`config.mk`:
```
export PLATFORM = sky130hd
export DESIGN_NAME = video_timing_pattern_gen
export DESIGN_NICKNAME = d
export VERILOG_FILES = /design/src/rtl/video_timing_pkg.sv /design/src/rtl/video_pattern_rgb.sv /design/src/rtl/video_timing_pattern_gen.sv
export SDC_FILE = /design/constraint.sdc
export NUM_CORES = 1
export LEC_CHECK = 0
export CAP_MARGIN = 20
export CORE_ASPECT_RATIO = 2
export CORE_UTILIZATION = 57
export DETAILED_ROUTE_END_ITERATION = 8
export DONT_BUFFER_PORTS = 1
export HOLD_SLACK_MARGIN = 0.15
export PLACE_DENSITY = 0.75
export SLEW_MARGIN = 20
export SYNTH_ARGS = -nofsm -noshare
export SYNTH_HDL_FRONTEND = slang
export SYNTH_SLANG_ARGS = --single-unit
```
`constraint.sdc`:
```
create_clock -name clk_100 -period 2.4 [get_ports clk_100]
set_input_delay 0.36 -clock clk_100 [delete_from_list [all_inputs] [get_ports clk_100]]
set_output_delay 0.36 -clock clk_100 [all_outputs]
set_load 0.05 [all_outputs]
```
`src/rtl/video_timing_pkg.sv`:
```
// Shared raster constants, pattern mode encoding and colour-bar table for the video timing generator.
package video_timing_pkg;

  localparam int H_ACTIVE_720 = 1280;
  localparam int H_FP_720     = 110;
  localparam int H_SYNC_720   = 40;
  localparam int H_BP_720     = 220;
  localparam int V_ACTIVE_720 = 720;
  localparam int V_FP_720     = 5;
  localparam int V_SYNC_720   = 5;
  localparam int V_BP_720     = 20;

  localparam int H_ACTIVE_480 = 640;
  localparam int H_FP_480     = 16;
  localparam int H_SYNC_480   = 96;
  localparam int H_BP_480     = 48;
  localparam int V_ACTIVE_480 = 480;
  localparam int V_FP_480     = 10;
  localparam int V_SYNC_480   = 2;
  localparam int V_BP_480     = 33;

  typedef enum logic [1:0] {
    PAT_BARS     = 2'd0,
    PAT_GRADIENT = 2'd1,
    PAT_CHECKER  = 2'd2,
    PAT_SOLID    = 2'd3
  } pat_e;

  // Returns {r,g,b} on/off flags for bar index 0..7, left to right.
  function automatic logic [2:0] bar_colour(input logic [2:0] idx);
    logic [2:0] c;
    case (idx)
      3'd0:    c = 3'b111;  // white
      3'd1:    c = 3'b110;  // yellow
      3'd2:    c = 3'b011;  // cyan
      3'd3:    c = 3'b010;  // green
      3'd4:    c = 3'b101;  // magenta
      3'd5:    c = 3'b100;  // red
      3'd6:    c = 3'b001;  // blue
      default: c = 3'b000;  // black
    endcase
    return c;
  endfunction

endpackage

```
`src/rtl/video_pattern_rgb.sv`:
```
// Combinational test-pattern colour for pixel (h, v) in the selected mode; blanking is masked by the caller.
module video_pattern_rgb
  import video_timing_pkg::*;
#(
  parameter int CW       = 8,
  parameter int H_ACTIVE = 1280,
  parameter int HW       = 11,
  parameter int VW       = 10
) (
  input  logic [HW-1:0] h_i,
  input  logic [VW-1:0] v_i,
  input  pat_e          mode_i,
  output logic [CW-1:0] r_o,
  output logic [CW-1:0] g_o,
  output logic [CW-1:0] b_o
);

  localparam int BW = H_ACTIVE / 8;

  logic [31:0] h_ext;
  logic [31:0] v_ext;
  logic [31:0] bar_idx;
  logic [2:0]  bar_c;

  // Widen so the gradient and checker bit selects exist for any raster size.
  assign h_ext = 32'(h_i);
  assign v_ext = 32'(v_i);

  always_comb begin
    r_o     = '0;
    g_o     = '0;
    b_o     = '0;
    bar_c   = 3'b000;
    bar_idx = h_ext / BW;
    case (mode_i)
      PAT_BARS: begin
        if (bar_idx < 32'd8) bar_c = bar_colour(bar_idx[2:0]);
        r_o = {CW{bar_c[2]}};
        g_o = {CW{bar_c[1]}};
        b_o = {CW{bar_c[0]}};
      end
      PAT_GRADIENT: begin
        r_o = h_ext[CW-1:0];
        g_o = h_ext[CW-1:0];
        b_o = h_ext[CW-1:0];
      end
      PAT_CHECKER: begin
        if (h_ext[5] ^ v_ext[5]) begin
          r_o = '1;
          g_o = '1;
          b_o = '1;
        end
      end
      default: r_o = '1;
    endcase
  end

  logic unused_ok;
  assign unused_ok = &{1'b0, h_ext, v_ext, bar_idx};

endmodule

```
`src/rtl/video_timing_pattern_gen.sv`:
```
// Raster timing generator (hs/vs/de) with built-in pattern source; all outputs registered one pix_ce step after the counters.
module video_timing_pattern_gen
  import video_timing_pkg::*;
#(
  parameter int H_ACTIVE = H_ACTIVE_720,
  parameter int H_FP     = H_FP_720,
  parameter int H_SYNC   = H_SYNC_720,
  parameter int H_BP     = H_BP_720,
  parameter int V_ACTIVE = V_ACTIVE_720,
  parameter int V_FP     = V_FP_720,
  parameter int V_SYNC   = V_SYNC_720,
  parameter int V_BP     = V_BP_720,
  parameter bit HS_POL   = 1'b1,
  parameter bit VS_POL   = 1'b1,
  parameter int CW       = 8,
  localparam int H_TOTAL = H_ACTIVE + H_FP + H_SYNC + H_BP,
  localparam int V_TOTAL = V_ACTIVE + V_FP + V_SYNC + V_BP,
  localparam int HW      = $clog2(H_TOTAL),
  localparam int VW      = $clog2(V_TOTAL)
) (
  input  logic          clk_100,
  input  logic          rst,
  input  logic          pix_ce,
  input  logic [1:0]    mode_sel,
  output logic          hs,
  output logic          vs,
  output logic          de,
  output logic [CW-1:0] r,
  output logic [CW-1:0] g,
  output logic [CW-1:0] b,
  output logic          frame_start,
  output logic [HW-1:0] h_cnt,
  output logic [VW-1:0] v_cnt
);

  if (H_FP == 0 || H_SYNC == 0 || H_BP == 0 || V_FP == 0 || V_SYNC == 0 || V_BP == 0
      || H_ACTIVE < 8) begin : g_param_check
    $error("video_timing_pattern_gen: porch/sync widths must be nonzero and H_ACTIVE >= 8");
  end

  localparam logic [HW-1:0] H_LAST = HW'(H_TOTAL - 1);
  localparam logic [HW-1:0] H_VIS  = HW'(H_ACTIVE);
  localparam logic [HW-1:0] HS_BEG = HW'(H_ACTIVE + H_FP);
  localparam logic [HW-1:0] HS_END = HW'(H_ACTIVE + H_FP + H_SYNC);
  localparam logic [VW-1:0] V_LAST = VW'(V_TOTAL - 1);
  localparam logic [VW-1:0] V_VIS  = VW'(V_ACTIVE);
  localparam logic [VW-1:0] VS_BEG = VW'(V_ACTIVE + V_FP);
  localparam logic [VW-1:0] VS_END = VW'(V_ACTIVE + V_FP + V_SYNC);

  logic [HW-1:0] h_q, h_d;
  logic [VW-1:0] v_q, v_d;
  pat_e          mode_q, mode_cur;
  logic          at_origin;
  logic          hs_d, vs_d, de_d;
  logic [CW-1:0] pat_r, pat_g, pat_b;
  logic [CW-1:0] r_d, g_d, b_d;

  logic          hs_q, vs_q, de_q, fs_q;
  logic [CW-1:0] r_q, g_q, b_q;
  logic [HW-1:0] hc_q;
  logic [VW-1:0] vc_q;

  always_comb begin
    h_d = (h_q == H_LAST) ? '0 : h_q + 1'b1;
    v_d = v_q;
    if (h_q == H_LAST) v_d = (v_q == V_LAST) ? '0 : v_q + 1'b1;
  end

  // The request is taken at the frame origin and used for that very pixel,
  // so a new pattern starts exactly at (0,0) and never changes mid-frame.
  assign at_origin = (h_q == '0) && (v_q == '0);
  assign mode_cur  = at_origin ? pat_e'(mode_sel) : mode_q;

  assign hs_d = ((h_q >= HS_BEG) && (h_q < HS_END)) ? HS_POL : ~HS_POL;
  assign vs_d = ((v_q >= VS_BEG) && (v_q < VS_END)) ? VS_POL : ~VS_POL;
  assign de_d = (h_q < H_VIS) && (v_q < V_VIS);

  video_pattern_rgb #(
    .CW       (CW),
    .H_ACTIVE (H_ACTIVE),
    .HW       (HW),
    .VW       (VW)
  ) u_pattern (
    .h_i    (h_q),
    .v_i    (v_q),
    .mode_i (mode_cur),
    .r_o    (pat_r),
    .g_o    (pat_g),
    .b_o    (pat_b)
  );

  assign r_d = de_d ? pat_r : '0;
  assign g_d = de_d ? pat_g : '0;
  assign b_d = de_d ? pat_b : '0;

  always_ff @(posedge clk_100) begin
    if (rst) begin
      h_q    <= '0;
      v_q    <= '0;
      mode_q <= PAT_BARS;
      hs_q   <= ~HS_POL;
      vs_q   <= ~VS_POL;
      de_q   <= 1'b0;
      r_q    <= '0;
      g_q    <= '0;
      b_q    <= '0;
      fs_q   <= 1'b0;
      hc_q   <= '0;
      vc_q   <= '0;
    end else begin
      fs_q <= pix_ce & at_origin;
      if (pix_ce) begin
        h_q    <= h_d;
        v_q    <= v_d;
        mode_q <= mode_cur;
        hs_q   <= hs_d;
        vs_q   <= vs_d;
        de_q   <= de_d;
        r_q    <= r_d;
        g_q    <= g_d;
        b_q    <= b_d;
        hc_q   <= h_q;
        vc_q   <= v_q;
      end
    end
  end

  assign hs          = hs_q;
  assign vs          = vs_q;
  assign de          = de_q;
  assign r           = r_q;
  assign g           = g_q;
  assign b           = b_q;
  assign frame_start = fs_q;
  assign h_cnt       = hc_q;
  assign v_cnt       = vc_q;

endmodule
```
==> reports/metrics.yaml, run 1 <==
max_freq_mhz: 394
fin_ws_ns: -0.138
drt_wl_total_mm: 9.55
io_buffers: 0
avgSynthCellArea_um2: 8.74
placed_cells: 519
antenna_cells: 0
num_io_pins: 54
nets: 463
comb_power_share: 0.080
die_w_um: 58.1
status: "finished, violations left"
ys_seq_area_frac: 0.401
hold_violations: 0
drv_cap: 0
syn-cell-area_um2: 3590
coreArea_um2: 6060
clockPowerShare: 0.447
grt_pass1_vias: 3256
ys_top_cells_by_count: "dfxtp_1 (72), nor2_1 (53), nand2_1 (33), a21oi_1 (24), mux2i_1 (22)"
start_util: 0.593
avgViaCountPerCell: 6.11
synth_cell_types: 62
worstMarginPinSlew_ns: 0.645
power_density_nw_per_um2: 655
fp.dieH_um: 114
synth_top_area_frac: 0.401
finClkSkew_ns: 0.00703
worstRegToRegCells: 7
grt-ovfl-total: 0
power.switching_uw: 762
slew_viol_final: 0
drc: 0
path_clk_slew_ns: 0.05
detail_route.iter0.violations: 164
worstSetupPathType: "reg -> reg"
post-route-period-util: 1.06
crit_path_end_kind: "register"
cpPeakStageDelay_ns: 0.54
fin_util: 0.750
seqPwrFrac: 0.473
yosysWarnings: 0
ir_drop_uv: 557
switching_share: 0.256
firstDrtPassIters: 5
hold_path_depth: 2
postRouteAntennaNets: 0
gp_congestion: 0.879
critPathRequiredTime_ns: 2.62
area_delta_synth_final_pct: 26.5
ys.flop_type: "dfxtp_1"
maxSlewHeadroom: 0.568
synth_edf_count: 0
clockRootBuffer: "clkbuf_16"
instances_no_fill: 538
cts_max_path_buffers: 2
p_leak_uw: 0.00183
p_int_uw: 2210
rsz0062_at_grt: "true"
crit_arrival_ns: 2.76
dieArea_um2: 6650
antenna_found_initial: 0
cpMostUsedCell: "a221o_1"
synth_nets: 425
cts_htree_levels: 3
hp-class: "in -> reg"
grt_usage: 0.299
slowest_stage: "or4_4"
rows: 40
critPathLaunchType: "register"
period_needed_ns: 2.54
finalSetupViolCount: 12
power.total_uw: 2980
async_flop_share: 0
route.detailed.wl_per_inst_um: 17.7
syn_inst: 411
dr_total_vias: 3287
yosys-top-cells-area: "dfxtp_1 (40%), mux2i_1 (6.1%), nor2_1 (5.5%), nand2_1 (3.4%), a21oi_1 (3.3%)"
synth_top_area_cell: "dfxtp_1"
clkLatencyLatePin_ns: 0.33
failed_checks: "setup timing"
drive_above_1_share: 0.275
grt_pass1_wl_mm: 15.1
cts_num_sinks: 72
cp_max_fo: 4
place_hpwl_mm: 6.61
worstPathCellList: "inv_4, ha_4, or4b_4, or4_4, o21a_4, a221o_1, a221o_1"
ys_ff_latch: 72
tritoncts: "built"
synth.most_common_cell: "dfxtp_1"
holdWs_ns: 0.199
cts_buffers: 9
grt_max_degree: 37
==> timing repair <==
item,4_1_cts,5_1_grt
endpoints found under the setup margin,24,24
gates cloned,0,1
hold buffers,1,0
gates resized for setup,31,22
buffers inserted,2,1
endpoints found under the hold margin,32,0
pin swaps,14,7
==> final cells by class <==
class,instances,area [um2]
Inverter,9,36.3
Clock inverter,2,37.5
Fill cell,427,1510
Timing Repair Buffer,53,425
Sequential cell,72,1450
Tap cell,84,105
Clock buffer,14,264
Multi-Input combinational cell,304,2230
==> registers in the layout (all words and copies together), names as in the netlist <==
name	flops
mode_q	2
v_cnt	10
frame_start	1
h_cnt	11
v_q	10
g	8
vs	1
hs	1
b	8
de	1
r	8
h_q	11
==> per-stage QoR <==
stage          area [um2]  TNS [ns]  worst slack [ns]
2_1_floorplan        3630    -0.472            -0.127
3_3_place_gp         4000     -2.79            -0.209
3_5_place_dp         4000     -3.79            -0.256
4_1_cts              4440    -0.952            -0.139
5_1_grt              4540     -1.98            -0.188
6_report             4540    -0.876            -0.138
==> worst max-delay path, delay by kind of cell (launching register included) <==
kind / cells / cell delay, ns
buffers and inverters: 1 / 0.06
AO/OA/AOI/OAI: 3 / 0.94
flip-flops: 1 / 0.33
adder cells (fa/ha/maj): 1 / 0.12
AND/OR/NAND/NOR: 2 / 0.98
==> cell families (layout without fill, tap and decap cells) <==
group	count (synthesis)	in the layout	synth area share
adders and majority gates	9	9	0.0313
xor gates and xnor gates	18	18	0.0439
buffers and inverters	36	78	0.0421
muxes	23	23	0.0644
DFF	72	72	0.401
and+or+nand+nor	159	160	0.235
AOI/OAI and AO/OA	94	94	0.182
==> power by group through the flow <==
| stage | logic, uW | clock network (uW) | registers (uW) |
|---|---|---|---|
| floorplan | 149 | 0 | 1430 |
| global placement | 178 | 0 | 1430 |
| detailed placement | 183 | 0 | 1430 |
| CTS | 213 | 1350 | 1410 |
| global route | 258 | 1410 | 1410 |
| finish | 239 | 1330 | 1410 |
==> layer usage <==
layer | GRT usage | wire, um | up-vias
met5 | 0 | 0 | -
met4 | 0.176 | 435 | 0
met3 | 0.0701 | 485 | 40
met2 | 0.546 | 5290 | 137
met1 | 0.294 | 3330 | 1563
li1 | - | - | 1547
==> final timing paths <==
| kind | slack, ns | startpoint | endpoint |
|---|---|---|---|
| setup / recovery | -0.14 | v_q[1] | b[1] |
| hold / removal | 0.20 | mode_sel[1] | mode_q[1] |
| setup reg to reg | -0.14 | v_q[1] | b[1] |
| hold reg to reg | 0.53 | mode_q[1] | mode_q[1] |
==> cells in the final DEF (no fill, tap or decap), types with 3 or more instances in the layout <==
cell       synthesis  layout
a21o_4             0       4
a22oi_2            0       4
nand3b_1           4       4
nor3_1             5       5
dfxtp_2            0       5
buf_6              2       4
nand3_1           12      12
o21ai_0           21       7
nor2_1            53      51
mux2i_1           22      21
xor2_1            11      11
a221o_1            9       9
ha_1               9       7
clkbuf_1          18       3
a21oi_1           24      20
a22oi_1            7       3
nand2b_1           7       7
xnor2_1            7       7
dfxtp_1           72      67
inv_1              8       4
buf_4              0      48
a21oi_2            0       4
inv_2              0       3
or4_4              2       4
nand4_1            6       6
o21ai_1            0      12
nand2_1           33      32
clkbuf_16          0       9
nor3b_1            7       6
No activity file was read; power rests on OpenSTA's default activity.
==> run 2: changes to the inputs <==
--- a/config.mk
+++ b/config.mk
@@ -5,6 +5,7 @@
 export SDC_FILE = /design/constraint.sdc
 export NUM_CORES = 1
 export LEC_CHECK = 0
+export ABC_CLOCK_PERIOD_IN_PS = 2400
 export CAP_MARGIN = 20
 export CORE_ASPECT_RATIO = 2
 export CORE_UTILIZATION = 57
==> results of run 2 <==
Same layout as run 1: the final DEF is identical, and so are final timing and power.
